`src/rtl/vector_load_unit.sv`:
```
// vector_load_unit
// Gathers VECTOR_SIZE elements from memory, one read request at a time, into
// an element buffer and then writes the whole buffer to a vector register in
// a single cycle.
//
// Build option: define VLOAD_STRIDE_EN to add the `stride` port and allow
// strided loads. With the macro undefined the port is absent and every load
// is unit-stride.
//
// All outputs are registers. The element buffer drives wd directly, so wd
// always shows the most recently gathered data (all-zero after reset).
module vector_load_unit #(
  parameter int WIDTH        = 16,
  parameter int VECTOR_SIZE  = 16,
  parameter int NUM_VECTORES = 16,
  parameter int ADDR_WIDTH   = 16
) (
  input  logic                            clk,
  input  logic                            rst_n,
  input  logic                            start,
  input  logic [$clog2(NUM_VECTORES)-1:0] vdst,
  input  logic [ADDR_WIDTH-1:0]           base_addr,
`ifdef VLOAD_STRIDE_EN
  input  logic [ADDR_WIDTH-1:0]           stride,
`endif
  output logic                            busy,
  output logic                            done,
  output logic                            mem_req,
  output logic [ADDR_WIDTH-1:0]           mem_addr,
  input  logic                            mem_ack,
  input  logic [WIDTH-1:0]                mem_rdata,
  output logic                            we3,
  output logic [$clog2(NUM_VECTORES)-1:0] v3,
  output logic [WIDTH-1:0]                wd [VECTOR_SIZE-1:0]
);

  localparam int VW    = $clog2(NUM_VECTORES);
  localparam int IDX_W = (VECTOR_SIZE > 1) ? $clog2(VECTOR_SIZE) : 1;
  localparam logic [IDX_W-1:0] LAST_IDX = IDX_W'(VECTOR_SIZE - 1);
  localparam logic [IDX_W-1:0] IDX_ONE  = {{(IDX_W-1){1'b0}}, 1'b1};

  typedef enum logic [1:0] {
    IDLE  = 2'd0,
    FETCH = 2'd1,
    WRITE = 2'd2
  } state_t;

  state_t                state;
  logic [IDX_W-1:0]      idx;
  logic [VW-1:0]         vdst_q;
  logic [ADDR_WIDTH-1:0] step;

  // The base address is not kept separately: mem_addr itself is the running
  // address base + idx*step, advanced by one step per accepted beat. Modular
  // addition in ADDR_WIDTH bits gives the required wrap-around for free.
`ifdef VLOAD_STRIDE_EN
  logic [ADDR_WIDTH-1:0] stride_q;
  assign step = stride_q;
`else
  assign step = {{(ADDR_WIDTH-1){1'b0}}, 1'b1};
`endif

  // Load sequencer: latches the request, walks the element addresses,
  // captures read data into the buffer and issues the register-file write.
  always_ff @(posedge clk or negedge rst_n) begin
    if (!rst_n) begin
      state    <= IDLE;
      idx      <= {IDX_W{1'b0}};
      vdst_q   <= {VW{1'b0}};
`ifdef VLOAD_STRIDE_EN
      stride_q <= {ADDR_WIDTH{1'b0}};
`endif
      busy     <= 1'b0;
      done     <= 1'b0;
      mem_req  <= 1'b0;
      mem_addr <= {ADDR_WIDTH{1'b0}};
      we3      <= 1'b0;
      v3       <= {VW{1'b0}};
      for (int i = 0; i < VECTOR_SIZE; i++) begin
        wd[i] <= {WIDTH{1'b0}};
      end
    end else begin
      case (state)
        IDLE: begin
          done <= 1'b0;
          we3  <= 1'b0;
          if (start) begin
            // Latch the request; start is not looked at again until IDLE.
            state    <= FETCH;
            vdst_q   <= vdst;
`ifdef VLOAD_STRIDE_EN
            stride_q <= stride;
`endif
            idx      <= {IDX_W{1'b0}};
            busy     <= 1'b1;
            mem_req  <= 1'b1;
            mem_addr <= base_addr;
          end else begin
            busy    <= 1'b0;
            mem_req <= 1'b0;
          end
        end

        FETCH: begin
          // Request and address hold steady until the memory acknowledges.
          if (mem_ack) begin
            wd[idx] <= mem_rdata;
            if (idx == LAST_IDX) begin
              // Last element captured: present the write next cycle.
              state   <= WRITE;
              mem_req <= 1'b0;
              v3      <= vdst_q;
              done    <= 1'b1;
              // Register 0 is hardwired to zero, so suppress the write
              // but still report completion.
              we3     <= (vdst_q != {VW{1'b0}});
            end else begin
              idx      <= idx + IDX_ONE;
              mem_addr <= mem_addr + step;
            end
          end else begin
            mem_req <= 1'b1;
          end
        end

        WRITE: begin
          // Single write cycle, then back to IDLE ready for a new start.
          state   <= IDLE;
          busy    <= 1'b0;
          done    <= 1'b0;
          we3     <= 1'b0;
          mem_req <= 1'b0;
        end

        default: begin
          // Unreachable encoding: recover to a quiet IDLE.
          state   <= IDLE;
          idx     <= {IDX_W{1'b0}};
          busy    <= 1'b0;
          done    <= 1'b0;
          we3     <= 1'b0;
          mem_req <= 1'b0;
        end
      endcase
    end
  end

endmodule

```
`config.mk`:
```
export PLATFORM = sky130hd
export DESIGN_NAME = vector_load_unit
export DESIGN_NICKNAME = d
export VERILOG_FILES = /design/src/rtl/vector_load_unit.sv
export SDC_FILE = /design/constraint.sdc
export NUM_CORES = 1
export LEC_CHECK = 0
export BUFFER_PORTS_ARGS = -buffer_cell sky130_fd_sc_hd__clkbuf_2
export CAP_MARGIN = 10
export CORE_ASPECT_RATIO = 0.5
export CORE_MARGIN = 3
export CORE_UTILIZATION = 48
export CTS_CLUSTER_SIZE = 30
export DETAILED_ROUTE_END_ITERATION = 7
export GPL_TIMING_DRIVEN = 0
export HOLD_SLACK_MARGIN = 0.1
export PLACE_DENSITY = 0.83
export RECOVER_POWER = 25
export SLEW_MARGIN = 25
export SYNTH_ARGS = -nofsm -noshare
export SYNTH_HDL_FRONTEND = slang
export SYNTH_SLANG_ARGS = --single-unit
export TNS_END_PERCENT = 50
```
`constraint.sdc`:
```
create_clock -name clk -period 4 [get_ports clk]
set_input_delay 0.8 -clock clk [delete_from_list [all_inputs] [get_ports clk]]
set_output_delay 0.8 -clock clk [all_outputs]
set_load 0.1 [all_outputs]
```
# [Word level (Yosys, flattened, before mapping)]
# Index checks and enable logic that the tools add are counted.
[totals] output_inout_bits=280 register_bits=290
[op_classes] addsub=2 bitwise_logic=1 n_mux=26 reduce_logical=11 n_eq_ne=8 order_cmp=2
[op_table] operator="$bwmux 256" count=1
[op_table] operator="$demux 16 s4" count=1
[op_table] operator="$mux 16" count=4
[op_table] operator="$pmux 16 s2" count=1
[op_table] operator="$add 16x1->16 const B" count=1
[op_table] operator="$mux 4" count=3
[op_table] operator="$pmux 4 s3" count=1
[op_table] operator="$mux 1" count=9
[op_table] operator="$ne 2x2->1 const B" count=4
[op_table] operator="$reduce_and 4->1" count=2
[op_table] operator="$mux 2" count=3
[op_table] operator="$reduce_and 2->1" count=3
[op_table] operator="$reduce_and 3->1" count=2
[op_table] operator="$lt 4x5->1 const B" count=1
[op_table] operator="$add 4x1->4 const B" count=1
[op_table] operator="$eq 4x4->1 const B" count=1
[op_table] operator="$ge 4x1->1 const B" count=1
[op_table] operator="$pmux 1 s2" count=2
[op_table] operator="$pmux 2 s2" count=1
[op_table] operator="$reduce_bool 4->1" count=1
[op_table] operator="$ne 3x3->1 const B" count=1
[op_table] operator="$eq 2x1->1 const B" count=1
[op_table] operator="$eq 2x2->1 const B" count=1
[op_table] operator="$logic_not 2->1" count=1
[op_table] operator="other kinds (3)" count=3

# [Depth between registers and ports, before layout]
# Gate-level depths: netlist of the first run.
[depth] depth_word=5 mapped_depth=7

# [Least setup slack after synthesis of the first run]
# OpenSTA, ideal clock, no wires.
[synth_timing] path_kind="reg2reg" startpoint="register mem_addr[5]" endpoint="register mem_addr[11]" stages_incl_launch_ff=6 path_buffers=1 arrival_time_ns=2.062 setup_slack_ns=1.838 path_cell_list="dfrtp_1 > clkbuf_1 > nand4_1 > nor3_1 > a311oi_1 > a311oi_1"
[synth_via] elab_chain_cells=4
[synth_rtl] element="start, declared" line="29" text="output logic [ADDR_WIDTH-1:0] mem_addr,"
[synth_rtl] element="start signal, assigned" line="76" text="mem_addr <= {ADDR_WIDTH{1'b0}};"
[synth_rtl] element="start signal, assigned" line="97" text="mem_addr <= base_addr;"
[synth_rtl] element="start signal, assigned" line="119" text="mem_addr <= mem_addr + step;"
[synth_rtl] element="$add 16x1->16" line="119"
[synth_rtl] element="$mux 16" line="108" text="if (idx == LAST_IDX) begin"
[synth_rtl] element="$mux 16" line="106" text="if (mem_ack) begin"
[synth_rtl] element="$pmux 16 s2" line="83" text="case (state)"
# Every way passes these cells. The select of a mux whose other input is x is not followed.
# A chain may end at the register's enable or synchronous reset.

==> impl_metrics.csv, run 1 <==
group,metric,value,unit
worst_setup_path,path_class,"primary input to async pin",
logic_synthesis,yosysMostFrequentCell,"dfrtp_1",
routing,drc_errors,0,
finish,drive_above_1_share,0.6004,
timing,hold_viol_final,0,
timing,fin_crit_sh,0.6691,
worst_setup_path,critPathLaunchType,"primary input",
run_status,status,"finished, violations left",
global_route,grt_pass1_vias,8198,
logic_synthesis,yosysSeqAreaShare,0.6091,
logic_synthesis,synth_common_cells,"290 x dfrtp_1, 223 x mux2_2, 40 x mux2_4",
floorplanning,core,24170,um2
floorplanning,top_level_ports,320,
timing,clock_skew,0.007647,ns
cts,clock_path_buffers,3,
logic_synthesis,async_reset_ff_frac,1.000,
cts,cts.repair.resized,0,
logic_synthesis,ys_types,54,
place,hpwl,22370,um
logic_synthesis,netlist_instances,767,
timing,layout_setup_ws,1.324,ns
cts,clock-sinks,290,
routing,viasPerCell,5.276,
global_route,use_met1,0.2760,
cts,postCtsSetupBuffers,0,
global_route,use_met2,0.4019,
worst_setup_path,cp.arrival,2.88,ns
place,placement.io_buffers,319,
logic_synthesis,ys.warnings.count,0,
worst_setup_path,crit_slowest_cell,"clkbuf_2",
flow_run,drv_cap,1,
logic_synthesis,synth_top_area_share,0.6091,
floorplanning,start_util,0.4929,
routing,drt-pass1-iter-count,6,
timing,fmaxAchievable,373.7,MHz
worst_setup_path,cp_max_fo,88,
logic_synthesis,ys.flop_type,"dfrtp_1",
worst_setup_path,crit_path_max_incr_delay,1.58,ns
global_route,globalRouteTotalUtil,0.2236,
routing,drtIter0Drc,345,
routing,wl_per_cell,20.45,um
logic_synthesis,netlist_area,11920,um2
logic_synthesis,syn_avg_cell_area,15.53,um2
floorplanning,fp.dieH,117.4,um
finish,fill_cells,1821,
floorplanning,floorplan.die_area,26870,um2
global_route,grt_start_max_net_pins,91,
run_status,violations,"max-capacitance violations, max-slew violations",
floorplanning,fp-row-count,40,
worst_setup_path,end_kind,"async pin",
logic_synthesis,yosys-top-cells-area,"dfrtp_1 61%, mux2_2 21%, mux2_4 5.0%",
timing,whs,0.2269,ns
routing,routed_wl,30100,um
logic_synthesis,syn_nets,812,
cts,cts_made_buffers,26,
finish,antenna_cells,0,
worst_hold_path,hold_path_class,"primary input to async pin",
finish,finalNetCount,1162,
cts,clkLatencyLatePin,0.53,ns
finish,syn2layout_area_growth,24.98,%
cts,cts_max_level,1,
worst_setup_path,crit_chain,"clkbuf_8 -> clkbuf_2",
routing,via_count,7767,
global_route,grt_util_met3,0.03228,
timing,worstMarginPinSlew,2.126,ns
worst_setup_path,worst-path-buf-inv,2,
timing,slew_violations,89,
timing,report.final.setup_viol,0,
cts,clk_pin_slew,0.07,ns
timing,min_period,2.676,ns
logic_synthesis,synth_top_area_cell,"dfrtp_1",
routing,ant_nets,0,
floorplanning,die-width,228.8,um
global_route,top_usage_layer,"met2",
place,preCtsSetupSlack,1.638,ns
global_route,antenna_found_initial,0,
global_route,overflow,0,
global_route,grt_first_pass_wirelength,47990,um
logic_synthesis,synth_edf_count,0,
timing,grt_setup_unrepaired,"false",
cts,postCtsHoldBufs,0,
cts,root_buffer,"clkbuf_16",
cts,cts_tree,"done",
logic_synthesis,ys_ff_latch,290,
worst_setup_path,path_delay_family,"buffers and inverters",
place,place_congestion,0.9061,
timing,slew_headroom,-0.4175,
worst_setup_path,required,4.21,ns
-- cell type report --
class	count	area, um2	area share
plain buffers	48	352.8	0.02369
clock buffers	38	787.0	0.05285
clock inverters	9	103.9	0.006974
inverters	5	18.77	0.001260
multi-input cells	424	4287	0.2879
flip-flops and latches	290	7257	0.4873
well taps	336	420.4	0.02823
repair buffers	322	1665	0.1118
-- final timing paths --
path                                   from     endpoint  slack [ns]  cells after the start
worst max-delay path                  rst_n    vdst_q[2]        1.32                      2
worst max register to register       idx[1]      wd[250]        1.91                      6
max in group clk                mem_addr[4]  mem_addr[4]        1.67                      1
worst min register to register      wd[153]      wd[153]        0.49                      1
worst min-delay path                  rst_n      wd[139]        0.23                      1
min in group clk                    wd[153]      wd[153]        0.49                      1
-- flip-flops by register name, summed over array words and instances, names as in the netlist --
signal    flops
idx           4
busy          1
we3           1
wd          256
v3            4
state         2
vdst_q        4
mem_req       1
done          1
mem_addr     16
-- cells in the final DEF (no fill, tap or decap), types with 7 or more instances in the layout --
master | netlist | final
a21oi_1 | 22 | 22
mux2_2 | 223 | 223
buf_6 | 7 | 7
nand2_1 | 13 | 13
dfrtp_1 | 290 | 290
clkbuf_8 | 0 | 8
clkbuf_16 | 0 | 27
clkbuf_1 | 20 | 24
nor2_1 | 13 | 13
mux2_4 | 40 | 40
o21ai_0 | 11 | 11
buf_4 | 10 | 10
clkbuf_2 | 0 | 319
nand3_1 | 10 | 10
-- worst reg2reg max path, delay by kind of cell (launching register included) --
| family | cells | cell delay (ns) |
|---|---|---|
| fa+ha+maj | 1 | 0.42 |
| buf+inv | 2 | 0.35 |
| flops | 1 | 0.44 |
| mux | 1 | 0.37 |
| simple gates | 2 | 0.39 |
-- routing by layer --
layer / up-vias / share of wire
met1: 3988 / 0.40
met2: 251 / 0.52
met5: - / 0
li1: 3449 / -
met4: 0 / 0.040
met3: 79 / 0.042
-- through the flow --
stage / TNS, ns / instance area [um2] / util / instances
global placement: -1011.81 / 13930 / 0.5763 / 1422
CTS: 0 / 14910 / 0.6170 / 1472
finish: 0 / 14890 / 0.6160 / 1472
global route: 0 / 14890 / 0.6160 / 1472
floorplan: 0 / 11920 / - / 767
detailed placement: 0 / 14020 / 0.5801 / 1425
-- cell families after synthesis --
kind of cell | count (synthesis) | share of synthesized area
flip-flops | 290 | 0.6091
AO/OA/AOI/OAI | 61 | 0.03266
XOR/XNOR | 1 | 0.0007352
multiplexers | 267 | 0.2647
adder cells (fa/ha/maj) | 5 | 0.005250
buffers and inverters | 53 | 0.03119
AND/OR/NAND/NOR | 90 | 0.05639
Power of run 1 is left out: the tool's default activity adds up to more than one toggle a clock period on the data nets, which glitch-free logic cannot reach.
==> run 2: changes to the inputs <==
==> constraint.sdc (replaced) <==
create_clock -name clk -period 2.7 [get_ports clk]
set_input_delay 0.54 -clock clk [delete_from_list [all_inputs] [get_ports clk]]
set_output_delay 0.54 -clock clk [all_outputs]
set_load 0.1 [all_outputs]
==> run 2 against run 1 <==
The flow still finishes with violations (max-capacitance violations, max-slew violations). Core utilization is 0.098 points higher. Final area is 0.16% higher. Cell count hardly changed. Clock skew hardly changed. Global-route usage hardly changed. Non-clock buffer count is 1 higher. Critical path type is now flop to flop. Critical endpoint is now wd[250]. Largest cell class unchanged.
==> impl_metrics.csv, run 2 (same netlist as run 1, synthesis figures left out) <==
group,metric,value,unit
timing,fin_crit_sh,0.7781,
finish,drive_above_1_share,0.5998,
routing,ant_nets,0,
worst_setup_path,critPathLaunchType,"flop",
worst_setup_path,crit_path_max_incr_delay,0.44,ns
worst_setup_path,r2r_end,"wd[250]",
routing,drtIter0Drc,343,
routing,viasPerCell,5.282,
global_route,grt_pass1_vias,8208,
timing,worstMarginPinSlew,1.523,ns
worst_setup_path,path_class,"flop to flop",
worst_setup_path,cp_max_fo,10,
routing,routed_wl,30100,um
flow_run,drv_cap,1,
place,dpl_cell_area,14020,um2
place,hpwl,22370,um
floorplanning,top_level_ports,320,
finish,largest-register,"wd",
worst_setup_path,crit_end,"wd[250]",
finish,antenna_cells,0,
timing,min_period,2.101,ns
worst_setup_path,reg2regPathDepth,6,
worst_setup_path,ff2ff_setup_slack,0.60,ns
cts,clock-sinks,290,
worst_hold_path,hold_path_depth,2,
cts,clk_pin_slew,0.06,ns
global_route,antenna_found_initial,0,
floorplanning,fp-row-count,40,
timing,grt_setup_unrepaired,"false",
finish,reg.largest.list,"wd (256), mem_addr (16)",
worst_setup_path,required,3.11,ns
floorplanning,floorplan.die_area,26870,um2
cts,cts_max_level,1,
routing,drt-pass1-iter-count,5,
run_status,violations,"max-capacitance violations, max-slew violations",
timing,report.final.setup_viol,0,
global_route,globalRouteTotalUtil,0.2237,
worst_setup_path,crit_start,"idx[1]",
worst_setup_path,end_kind,"flop",
floorplanning,fp.dieH,117.4,um
cts,clock_path_buffers,3,
cts,cts_tree,"done",
cts,cts.repair.resized,0,
timing,fmaxAchievable,476.0,MHz
finish,final_cell_mix,"319 x clkbuf_2, 290 x dfrtp_1, 223 x mux2_2",
floorplanning,core,24170,um2
cts,cts_made_buffers,26,
cts,clkLatencyLatePin,0.53,ns
worst_setup_path,crit-reg2reg-launch,"idx[1]",
finish,syn2layout_area_growth,25.18,%
global_route,grt_first_pass_wirelength,48030,um
cts,root_buffer,"clkbuf_16",
timing,clock_skew,0.007811,ns
timing,slew_violations,53,
floorplanning,die-width,228.8,um
floorplanning,start_util,0.4929,
timing,hold_viol_final,0,
timing,slew_headroom,-0.01540,
routing,drc_errors,0,
place,place_congestion,0.9061,
worst_setup_path,cp.arrival,2.51,ns
run_status,status,"finished, violations left",
worst_setup_path,crit_chain,"ha_1 -> and3_1 -> buf_2 -> and2_4 -> buf_6 -> mux2_2",
timing,fin_setup_tns,0,ns
finish,largest_reg_flops,256,
global_route,grt_start_max_net_pins,91,
routing,via_count,7780,
finish,final_common_cell,"clkbuf_2",
worst_hold_path,hold_path_class,"primary input to flop",
global_route,overflow,0,
routing,wl_per_cell,20.44,um
finish,design_area,14920,um2
worst_setup_path,crit_slowest_cell,"dfrtp_1",
place,placement.io_buffers,319,
finish,finalNetCount,1163,
run 2: layer usage:
layer,share of wire,wire [um],vias up,track usage
met1,0.40,12060,3999,0.2761
li1,-,-,3447,-
met5,0,0,-,0
met2,0.52,15570,247,0.4023
met4,0.041,1248,0,0.08216
met3,0.041,1227,87,0.03228
run 2: worst max-delay path: cells and delay by family, from the launching register on:
kind / cells / cell delay [ns]
simple gates: 2 / 0.40
mux: 1 / 0.36
buf+inv: 2 / 0.34
flops: 1 / 0.44
fa+ha+maj: 1 / 0.43
run 2: final cells by class:
type / count / area (um2)
clock buffers: 38 / 787.0
well taps: 336 / 420.4
repair buffers: 323 / 1689
flip-flops and latches: 290 / 7257
multi-input cells: 424 / 4287
clock inverters: 9 / 103.9
plain buffers: 48 / 352.8
fillers: 1817 / 9258
inverters: 5 / 18.77
run 2: worst min path at each step:
stage | start | to
6_report | vdst[3] | vdst_q[3]
3_5_place_dp | busy | busy
5_1_grt | vdst[3] | vdst_q[3]
3_3_place_gp | wd[153] | wd[153]
2_1_floorplan | rst_n | busy
4_1_cts | vdst[3] | vdst_q[3]
run 2: metrics by stage:
stage / std cells / hold slack (ns) / util / setup slack, ns
4_1_cts: 1473 / 0.2181 / 0.6174 / 0.5955
6_report: 1473 / 0.2483 / 0.6170 / 0.5992
2_1_floorplan: 767 / 0.2444 / - / 0.5381
3_3_place_gp: 1422 / 0.4672 / 0.5763 / -4.559
5_1_grt: 1473 / 0.2332 / 0.6170 / 0.3591
3_5_place_dp: 1425 / 0.4748 / 0.5801 / 0.5980
run 2: repair_timing:
action                                 4_1_cts  5_1_grt
endpoints found under the hold margin       52        0
hold buffers                                 1        0
buffers inserted                             0        0
Power of run 2 is left out for the same reason.
==> run 3: changes to the inputs <==
==> constraint.sdc (replaced) <==
create_clock -name clk -period 2.18 [get_ports clk]
set_input_delay 0.436 -clock clk [delete_from_list [all_inputs] [get_ports clk]]
set_output_delay 0.436 -clock clk [all_outputs]
set_load 0.1 [all_outputs]
==> run 3 against run 2 <==
The flow now finishes without violations. Sequential share of layout area increased by 0.16 points. First-iteration DRC count decreased by 1.7%. Highest routed layer unchanged. Count of clock-buffer cells in the layout unchanged.
==> impl_metrics.csv, run 3 (same netlist as run 1, synthesis figures left out) <==
group,metric,value,unit
finish,syn2layout_area_growth,24.78,%
cts,cts_max_level,1,
timing,report.final.setup_viol,0,
floorplanning,die-width,228.8,um
finish,antenna_cells,0,
timing,min_period,2.101,ns
finish,largest-register,"wd",
worst_setup_path,ff2ff_setup_slack,0.08,ns
worst_setup_path,cp_max_fo,10,
floorplanning,top_level_ports,320,
routing,wl_per_cell,20.47,um
worst_setup_path,end_kind,"flop",
timing,clock_skew,0.007123,ns
worst_setup_path,r2r_end,"wd[250]",
global_route,grt_start_max_net_pins,91,
finish,final_common_cell,"clkbuf_2",
finish,reg.largest.list,"wd (256), mem_addr (16)",
global_route,grt_pass1_vias,8208,
finish,largest_reg_flops,256,
timing,worstMarginPinSlew,1.089,ns
worst_setup_path,crit_cells,6,
timing,fmaxAchievable,475.9,MHz
routing,drt-pass1-iter-count,5,
cts,clk_pin_slew,0.06,ns
routing,viasPerCell,5.250,
worst_setup_path,reg2regPathDepth,6,
cts,clock_path_buffers,3,
timing,hold_viol_final,0,
routing,routed_wl,30150,um
place,place_congestion,0.9061,
timing,grt_setup_unrepaired,"false",
finish,post-route-util,0.6151,
floorplanning,fp-row-count,40,
floorplanning,start_util,0.4929,
timing,layout_setup_ws,0.07866,ns
global_route,grt_util_met3,0.03228,
place,preCtsSetupSlack,0.1005,ns
worst_setup_path,crit_path_max_incr_delay,0.44,ns
global_route,grt_first_pass_wirelength,48030,um
finish,drive_above_1_share,0.5998,
timing,slew_headroom,0.2741,
worst_hold_path,hold_path_class,"primary input to flop",
cts,clkLatencyLatePin,0.53,ns
worst_setup_path,path_class,"flop to flop",
finish,finalNetCount,1163,
worst_setup_path,worst-path-buf-inv,2,
worst_setup_path,crit_slowest_cell,"dfrtp_1",
worst_setup_path,crit_start,"idx[1]",
cts,postCtsSetupBuffers,0,
global_route,use_met1,0.2761,
worst_setup_path,crit_end,"wd[250]",
cts,cts_tree,"done",
cts,root_buffer,"clkbuf_16",
finish,final_cell_mix,"318 x clkbuf_2, 290 x dfrtp_1, 223 x mux2_2",
worst_setup_path,path_delay_family,"flip-flops",
routing,ant_nets,0,
cts,cts.repair.resized,0,
worst_hold_path,worstHoldStart,"vdst[3]",
worst_setup_path,crit_chain,"ha_1 -> and3_1 -> buf_2 -> and2_4 -> buf_6 -> mux2_2",
place,dpl_cell_area,14020,um2
cts,cts_made_buffers,26,
floorplanning,fp.dieH,117.4,um
routing,drc_errors,0,
worst_setup_path,critPathLaunchType,"flop",
routing,drtIter0Drc,337,
place,placement.io_buffers,319,
global_route,use_met2,0.4023,
cts,clock-sinks,290,
timing,fin_crit_sh,0.9639,
worst_setup_path,cp.arrival,2.51,ns
routing,via_count,7733,
flow_run,drv_cap,0,
floorplanning,core,24170,um2
timing,slew_violations,0,
global_route,overflow,0,
global_route,globalRouteTotalUtil,0.2237,
worst_setup_path,crit-reg2reg-launch,"idx[1]",
worst_setup_path,required,2.59,ns
global_route,top_usage_layer,"met2",
place,hpwl,22370,um
run_status,status,"completed",
floorplanning,floorplan.die_area,26870,um2
global_route,antenna_found_initial,0,
finish,design_area,14870,um2
run 3: layer usage:
| metal | up-vias | wire length (um) |
|---|---|---|
| met1 | 3977 | 12140 |
| met5 | - | 0 |
| met3 | 78 | 1228 |
| li1 | 3443 | - |
| met4 | 0 | 1200 |
| met2 | 235 | 15580 |
run 3: worst min path at each step:
stage	to	slack [ns]	cells past startpoint
2_1_floorplan	busy	0.14	0
3_3_place_gp	wd[153]	0.47	1
3_5_place_dp	wd[139]	0.45	1
4_1_cts	vdst_q[3]	0.11	2
5_1_grt	vdst_q[3]	0.13	2
6_report	vdst_q[3]	0.14	2
run 3: cell type report:
| type | count | area (um2) |
|---|---|---|
| fill | 1823 | 9305 |
| sequential | 290 | 7257 |
| multi-input combinational | 424 | 4287 |
| timing repair buffer | 323 | 1642 |
| clock buffer | 38 | 787.0 |
| tap | 336 | 420.4 |
| buffer | 48 | 352.8 |
| clock inverter | 9 | 103.9 |
| inverter | 5 | 18.77 |
run 3: repair_timing:
action,in CTS,in global routing
hold endpoints to repair,52,0
hold buffers,1,0
endpoints found under the setup margin,0,0
run 3: metrics by stage:
| stage | hold slack (ns) | TNS (ns) | cells |
|---|---|---|---|
| after floorplan | 0.1404 | 0 | 767 |
| after global placement | 0.4672 | -1434.05 | 1422 |
| after detailed placement | 0.4505 | 0 | 1425 |
| after CTS | 0.1141 | 0 | 1473 |
| after global routing | 0.1292 | 0 | 1473 |
| final | 0.1442 | 0 | 1473 |
Power of run 3 is left out for the same reason.
